<file path="src/rtl/motion_pkg.sv">
// Shared types for player_motion: per-channel vertical state and the default widths.
package motion_pkg;

  localparam int POS_W_DEFAULT = 12;

  typedef enum logic [1:0] {
    GROUND,
    RISE,
    FALL
  } motion_state_t;

  typedef logic signed [POS_W_DEFAULT:0] vel_t;

endpackage

</file>
<file path="src/rtl/player_motion_ch.sv">
// One player channel: clamped walking, facing, and the jump/gravity state machine.
// Defining PLAYER_MOTION_DOUBLE_JUMP_EN allows one extra jump per flight.
module player_motion_ch
  import motion_pkg::*;
#(
  parameter int POS_W     = POS_W_DEFAULT,
  parameter int X_START   = 64,
  parameter int X_MIN     = 0,
  parameter int X_MAX     = 960,
  parameter int Y_MIN     = 0,
  parameter int GROUND_Y  = 700,
  parameter int STEP_X    = 4,
  parameter int JUMP_V    = 12,
  parameter int GRAVITY   = 1,
  parameter int VMAX_FALL = 16
) (
  input  logic             clk,
  input  logic             rst,
  input  logic             i_frame_tick,
  input  logic             i_left,
  input  logic             i_right,
  input  logic             i_jump,
  output logic [POS_W-1:0] o_xpos,
  output logic [POS_W-1:0] o_ypos,
  output logic             o_facing,
  output logic             o_airborne
);

  // One extra bit keeps every sum signed, so moving past an edge clamps instead of wrapping.
  typedef logic signed [POS_W:0] svel_t;

  localparam svel_t L_X_START   = svel_t'(X_START);
  localparam svel_t L_X_MIN     = svel_t'(X_MIN);
  localparam svel_t L_X_MAX     = svel_t'(X_MAX);
  localparam svel_t L_Y_MIN     = svel_t'(Y_MIN);
  localparam svel_t L_GROUND_Y  = svel_t'(GROUND_Y);
  localparam svel_t L_STEP_X    = svel_t'(STEP_X);
  localparam svel_t L_JUMP_V    = svel_t'(JUMP_V);
  localparam svel_t L_GRAVITY   = svel_t'(GRAVITY);
  localparam svel_t L_VMAX_FALL = svel_t'(VMAX_FALL);

  motion_state_t    r_state, w_stateNext;
  logic [POS_W-1:0] r_x, r_y, w_xNext, w_yNext;
  svel_t            r_vy, w_vyNext, w_xSum, w_ySum, w_vyInc;
  logic             r_jumpPrev, r_facing, r_airborne;
  logic             w_facingNext, w_airborneNext, w_jumpEdge;
`ifdef PLAYER_MOTION_DOUBLE_JUMP_EN
  logic             r_airJumpUsed, w_airJumpUsedNext;
`endif

  always_comb begin
    w_xNext        = r_x;
    w_yNext        = r_y;
    w_vyNext       = r_vy;
    w_stateNext    = r_state;
    w_facingNext   = r_facing;
    w_airborneNext = r_airborne;
    w_jumpEdge     = i_jump & ~r_jumpPrev;
    w_xSum         = svel_t'({1'b0, r_x});
    w_ySum         = svel_t'({1'b0, r_y}) + r_vy;
    w_vyInc        = r_vy + L_GRAVITY;

    if (i_left && !i_right) begin
      w_xSum       = svel_t'({1'b0, r_x}) - L_STEP_X;
      w_xNext      = (w_xSum < L_X_MIN) ? L_X_MIN[POS_W-1:0] : w_xSum[POS_W-1:0];
      w_facingNext = 1'b1;
    end else if (i_right && !i_left) begin
      w_xSum       = svel_t'({1'b0, r_x}) + L_STEP_X;
      w_xNext      = (w_xSum > L_X_MAX) ? L_X_MAX[POS_W-1:0] : w_xSum[POS_W-1:0];
      w_facingNext = 1'b0;
    end

    case (r_state)
      GROUND: begin
        if (w_jumpEdge) begin
          w_vyNext       = -L_JUMP_V;
          w_stateNext    = RISE;
          w_airborneNext = 1'b1;
        end
      end
      RISE: begin
        if (w_ySum <= L_Y_MIN) begin
          w_yNext     = L_Y_MIN[POS_W-1:0];
          w_vyNext    = '0;
          w_stateNext = FALL;
        end else begin
          w_yNext  = w_ySum[POS_W-1:0];
          w_vyNext = w_vyInc;
          if (w_vyInc >= 0) w_stateNext = FALL;
        end
      end
      FALL: begin
        if (w_ySum >= L_GROUND_Y) begin
          w_yNext        = L_GROUND_Y[POS_W-1:0];
          w_vyNext       = '0;
          w_stateNext    = GROUND;
          w_airborneNext = 1'b0;
        end else begin
          w_yNext  = w_ySum[POS_W-1:0];
          w_vyNext = (w_vyInc > L_VMAX_FALL) ? L_VMAX_FALL : w_vyInc;
        end
      end
      default: ;
    endcase

`ifdef PLAYER_MOTION_DOUBLE_JUMP_EN
    // The air jump overrides this frame's vertical step, mirroring a jump from the ground.
    w_airJumpUsedNext = r_airJumpUsed;
    if ((r_state != GROUND) && w_jumpEdge && !r_airJumpUsed) begin
      w_yNext           = r_y;
      w_vyNext          = -L_JUMP_V;
      w_stateNext       = RISE;
      w_airborneNext    = 1'b1;
      w_airJumpUsedNext = 1'b1;
    end else if (w_stateNext == GROUND) begin
      w_airJumpUsedNext = 1'b0;
    end
`endif
  end

  always_ff @(posedge clk) begin
    if (!rst) begin
      r_state    <= GROUND;
      r_x        <= L_X_START[POS_W-1:0];
      r_y        <= L_GROUND_Y[POS_W-1:0];
      r_vy       <= '0;
      r_jumpPrev <= 1'b0;
      r_facing   <= 1'b0;
      r_airborne <= 1'b0;
`ifdef PLAYER_MOTION_DOUBLE_JUMP_EN
      r_airJumpUsed <= 1'b0;
`endif
    end else if (i_frame_tick) begin
      r_state    <= w_stateNext;
      r_x        <= w_xNext;
      r_y        <= w_yNext;
      r_vy       <= w_vyNext;
      r_jumpPrev <= i_jump;
      r_facing   <= w_facingNext;
      r_airborne <= w_airborneNext;
`ifdef PLAYER_MOTION_DOUBLE_JUMP_EN
      r_airJumpUsed <= w_airJumpUsedNext;
`endif
    end
  end

  assign o_xpos     = r_x;
  assign o_ypos     = r_y;
  assign o_facing   = r_facing;
  assign o_airborne = r_airborne;

endmodule

</file>
<file path="src/rtl/player_motion.sv">
// N_PLAYERS independent motion channels, each started X_SPACING further right.
// PLAYER_MOTION_DOUBLE_JUMP_EN is forwarded to every channel.
module player_motion
  import motion_pkg::*;
#(
  parameter int N_PLAYERS = 2,
  parameter int POS_W     = POS_W_DEFAULT,
  parameter int X_START   = 64,
  parameter int X_SPACING = 128,
  parameter int X_MIN     = 0,
  parameter int X_MAX     = 960,
  parameter int Y_MIN     = 0,
  parameter int GROUND_Y  = 700,
  parameter int STEP_X    = 4,
  parameter int JUMP_V    = 12,
  parameter int GRAVITY   = 1,
  parameter int VMAX_FALL = 16
) (
  input  logic                             clk,
  input  logic                             rst,
  input  logic                             frame_tick,
  input  logic [N_PLAYERS-1:0]             left,
  input  logic [N_PLAYERS-1:0]             right,
  input  logic [N_PLAYERS-1:0]             jump,
  output logic [N_PLAYERS-1:0][POS_W-1:0] xpos,
  output logic [N_PLAYERS-1:0][POS_W-1:0] ypos,
  output logic [N_PLAYERS-1:0]             facing,
  output logic [N_PLAYERS-1:0]             airborne
);

  for (genvar gi = 0; gi < N_PLAYERS; gi++) begin : g_ch
    player_motion_ch #(
      .POS_W    (POS_W),
      .X_START  (X_START + gi * X_SPACING),
      .X_MIN    (X_MIN),
      .X_MAX    (X_MAX),
      .Y_MIN    (Y_MIN),
      .GROUND_Y (GROUND_Y),
      .STEP_X   (STEP_X),
      .JUMP_V   (JUMP_V),
      .GRAVITY  (GRAVITY),
      .VMAX_FALL(VMAX_FALL)
    ) u_ch (
      .clk         (clk),
      .rst         (rst),
      .i_frame_tick(frame_tick),
      .i_left      (left[gi]),
      .i_right     (right[gi]),
      .i_jump      (jump[gi]),
      .o_xpos      (xpos[gi]),
      .o_ypos      (ypos[gi]),
      .o_facing    (facing[gi]),
      .o_airborne  (airborne[gi])
    );
  end

endmodule

</file>
<file path="config.mk">
export PLATFORM = sky130hd
export DESIGN_NAME = player_motion
export DESIGN_NICKNAME = d
export VERILOG_FILES = /design/src/rtl/motion_pkg.sv /design/src/rtl/player_motion_ch.sv /design/src/rtl/player_motion.sv
export SDC_FILE = /design/constraint.sdc
export NUM_CORES = 1
export LEC_CHECK = 0
export ABC_AREA = 1
export CAP_MARGIN = 10
export CORE_UTILIZATION = 27
export DETAILED_ROUTE_END_ITERATION = 6
export GPL_TIMING_DRIVEN = 0
export PLACE_DENSITY = 0.43
export SETUP_SLACK_MARGIN = 0.1
export SYNTH_ARGS = -nofsm -noshare
export SYNTH_HDL_FRONTEND = slang
export SYNTH_SLANG_ARGS = --single-unit
</file>
<file path="constraint.sdc">
create_clock -name clk -period 3 [get_ports clk]
set_input_delay 0.6 -clock clk [delete_from_list [all_inputs] [get_ports clk]]
set_output_delay 0.6 -clock clk [all_outputs]
set_load 0.005 [all_outputs]
</file>
==> run_results.csv <==
group,metric,value,unit
setup_path,critPathCaptureType,"flop",
power_and_ir_drop,ir_drop,258,uV
clock_network,root_buffer,"clkbuf_16",
die,die-area,25000,um^2
setup_path,ff2ff_path_depth,16,
route,vias_per_cell,4.55,
synthesis,synth_edf_count,0,
timing,relSlewSlack,48.8,%
power_and_ir_drop,finalPower,0.00574,W
synthesis,synth_area_leaders,"dfxtp_1 (24%), nand2_1 (16%), inv_1 (9.5%)",
setup_path,critPathMaxFanout,9,
place,dpl.cell_count,1451,
synthesis,ys_ff_latch,80,
timing,timing.hold.ws,457,ps
clock_network,postCtsHoldBufs,0,
die,io_pins,61,
synthesis,netlist.area_leader.share,24.3,%
route,wire_per_inst,13.7,um
timing,worst_pin_slew,769,ps
clock_network,htreeDepth,3,
place,portBuffers,56,
layout,num_antenna_cells,0,
route,via_count,6661,
clock_network,cts_buffer_depth,2,
layout,drive_above_1_share,6.11,%
die,core_area,23700,um^2
route,ant_nets,0,
worst_hold_path,holdPathStages,2,
synthesis,syn-instance-count,1073,
clock_network,cts_tree,"done",
setup_path,crit_type,"flop to flop",
synthesis,avgSynthCellArea,6.13,um^2
synthesis,netlist_area,6580,um^2
timing,drv_slew,0,
synthesis,ys_types,46,
synthesis,yosysMostFrequentCell,"nand2_1",
timing,hold_viol,0,
layout,final.fill_count,2702,
layout,syn_to_final_growth,20.7,%
global_routing,grt.overflow.total,0,
global_routing,first_global_vias,6123,
global_routing,grt_max_degree,13,
synthesis,yosysSeqAreaShare,24.3,%
timing,rsz0062_at_grt,"yes",
global_routing,grt_pass1_wl,32600,um
timing,fmax,0.365,GHz
die,die_width,158,um
setup_path,worst_ep_arrival_time,2970,ps
timing,setup_viol,0,
timing,post-route-period-util,91.3,%
clock_network,clk_pin_slew_worst_paths,60,ps
worst_hold_path,hp-class,"flop to flop",
timing,skew,11.6,ps
route,first_pass_iters,5,
synthesis,synthArstFlopShare,0,%
setup_path,required,3230,ps
die,core.rowCount,56,
timing,finalSetupTns,0,ps
place,dpl.hpwl,15400,um
global_routing,antenna_found_initial,0,
synthesis,yosysTopAreaCell,"dfxtp_1",
power_and_ir_drop,leakagePower,3.74,nW
clock_network,numCtsBuffers,9,
route,drc,0,
layout,fin_nets,1194,
layout,final_cell_count_no_fill,1465,
clock_network,clkLatencyLatePin,350,ps
timing,min_period,2740,ps
route,wl,20100,um
die,start_util,27.8,%
setup_path,critPathLaunchType,"flop",
global_routing,track_usage,16.8,%
die,die_y,158,um
status,status,"completed",
power_and_ir_drop,powerDensity,723,nW/um^2
synthesis,netlist_top_cells_count,"nand2_1 (286), inv_1 (166), nor2_1 (100), nand3_1 (98), dfxtp_1 (80)",
job,maxCapViolCount,0,
synthesis,synthFlopType,"dfxtp_1",
timing,fin_ws,262,ps
place,place_congestion,0.811,
place,pre_cts_slack,-58.1,ps
clock_network,cts.sinks,80,
synthesis,synth_warnings,0,
route,drt_iter0_drc,362,
-- worst max-delay path: stages, from the launching register on --
cell	delay, ps
dfxtp_1	340
ha_2	220
fa_1	480
nand3_1	140
nand2_1	110
nand2_1	100
nand3b_1	70
nand2_1	110
nand2_1	60
nand2_1	50
nand2_1	40
nand2_1	50
nand2_1	130
nand3_2	230
inv_1	150
o21ai_0	250
nand2_1	70
-- registers in the layout (all words and copies together) (netlist names) --
register and flops:
g_ch.u_ch.r_jumpPrev 2, g_ch.u_ch.o_facing 2, g_ch.u_ch.o_xpos 20, g_ch.u_ch.r_state 4, g_ch.u_ch.o_airborne 2, g_ch.u_ch.o_ypos 24
g_ch.u_ch.r_vy 26
-- placed cells by master, fill, tap and decap left out, types with 9 or more instances in the layout --
master / n
a21oi_1: 70
a31oi_1: 9
buf_4: 10
clkbuf_1: 18
clkbuf_16: 9
clkdlybuf4s50_1: 56
dfxtp_1: 76
ha_1: 38
inv_1: 166
nand2_1: 285
nand3_1: 96
nand4_1: 29
nor2_1: 100
nor3_1: 20
o21ai_0: 30
o21ai_1: 9
xor2_1: 34
-- power breakdown --
group	switching, W	total, W	internal, W
Sequential	0.000214	0.00147	0.00125
Clock	0.000482	0.00133	0.000851
Combinational	0.00189	0.00294	0.00105
-- path summary, 6_finish.rpt --
path,start,to,slack [ps]
setup reg to reg,g_ch[0].u_ch.o_ypos[0]$_SDFFE_PN0P_,g_ch[0].u_ch.o_ypos[9]$_SDFFE_PN1P_,260
hold / removal,g_ch[1].u_ch.r_jumpPrev$_SDFFE_PN0P_,g_ch[1].u_ch.r_jumpPrev$_SDFFE_PN0P_,460
setup / recovery,g_ch[0].u_ch.o_ypos[0]$_SDFFE_PN0P_,g_ch[0].u_ch.o_ypos[9]$_SDFFE_PN1P_,260
hold reg to reg,g_ch[1].u_ch.r_jumpPrev$_SDFFE_PN0P_,g_ch[1].u_ch.r_jumpPrev$_SDFFE_PN0P_,460
-- layout make-up --
cell class	instances	area, um^2	area share (%)
Timing Repair Buffer	56	561	7.06
Tap cell	319	399	5.02
Multi-Input combinational cell	787	4200	52.9
Clock buffer	11	253	3.18
Inverter	177	668	8.41
Sequential cell	80	1610	20.2
Buffer	32	169	2.13
Clock inverter	3	90.1	1.13
-- metal layers --
layer	vias up	wire [um]	global-route usage, %
met5	-	0	0
met4	0	143	4.12
met3	10	473	2.41
met2	78	9390	27.5
met1	2993	10100	23.1
li1	3580	-	-
-- cells by family (layout without fill, tap and decap cells) --
family,count (synthesis),after routing,share of synthesized area [%]
AO/OA/AOI/OAI,141,141,12.2
XOR/XNOR,43,43,6.12
adder cells (fa/ha/maj),42,42,8.21
buffers and inverters,209,279,12.7
flip-flops,80,80,24.3
other,1,4,0.0570
AND/OR/NAND/NOR,557,557,36.4
-- through the flow --
stage,utilization [%],cell area (um^2)
after floorplan,-,6590
after global placement,31.9,7550
after detailed placement,31.9,7550
after CTS,33.4,7900
after global routing,33.5,7950
final,33.5,7950
-- timing repair --
| action | 4_1_cts | 5_1_grt |
|---|---|---|
| resized for setup | 1 | 13 |
| endpoints found under the setup margin | 1 | 50 |
| buffers inserted | 0 | 0 |
Note: power is estimated with default switching activity, not from simulation.
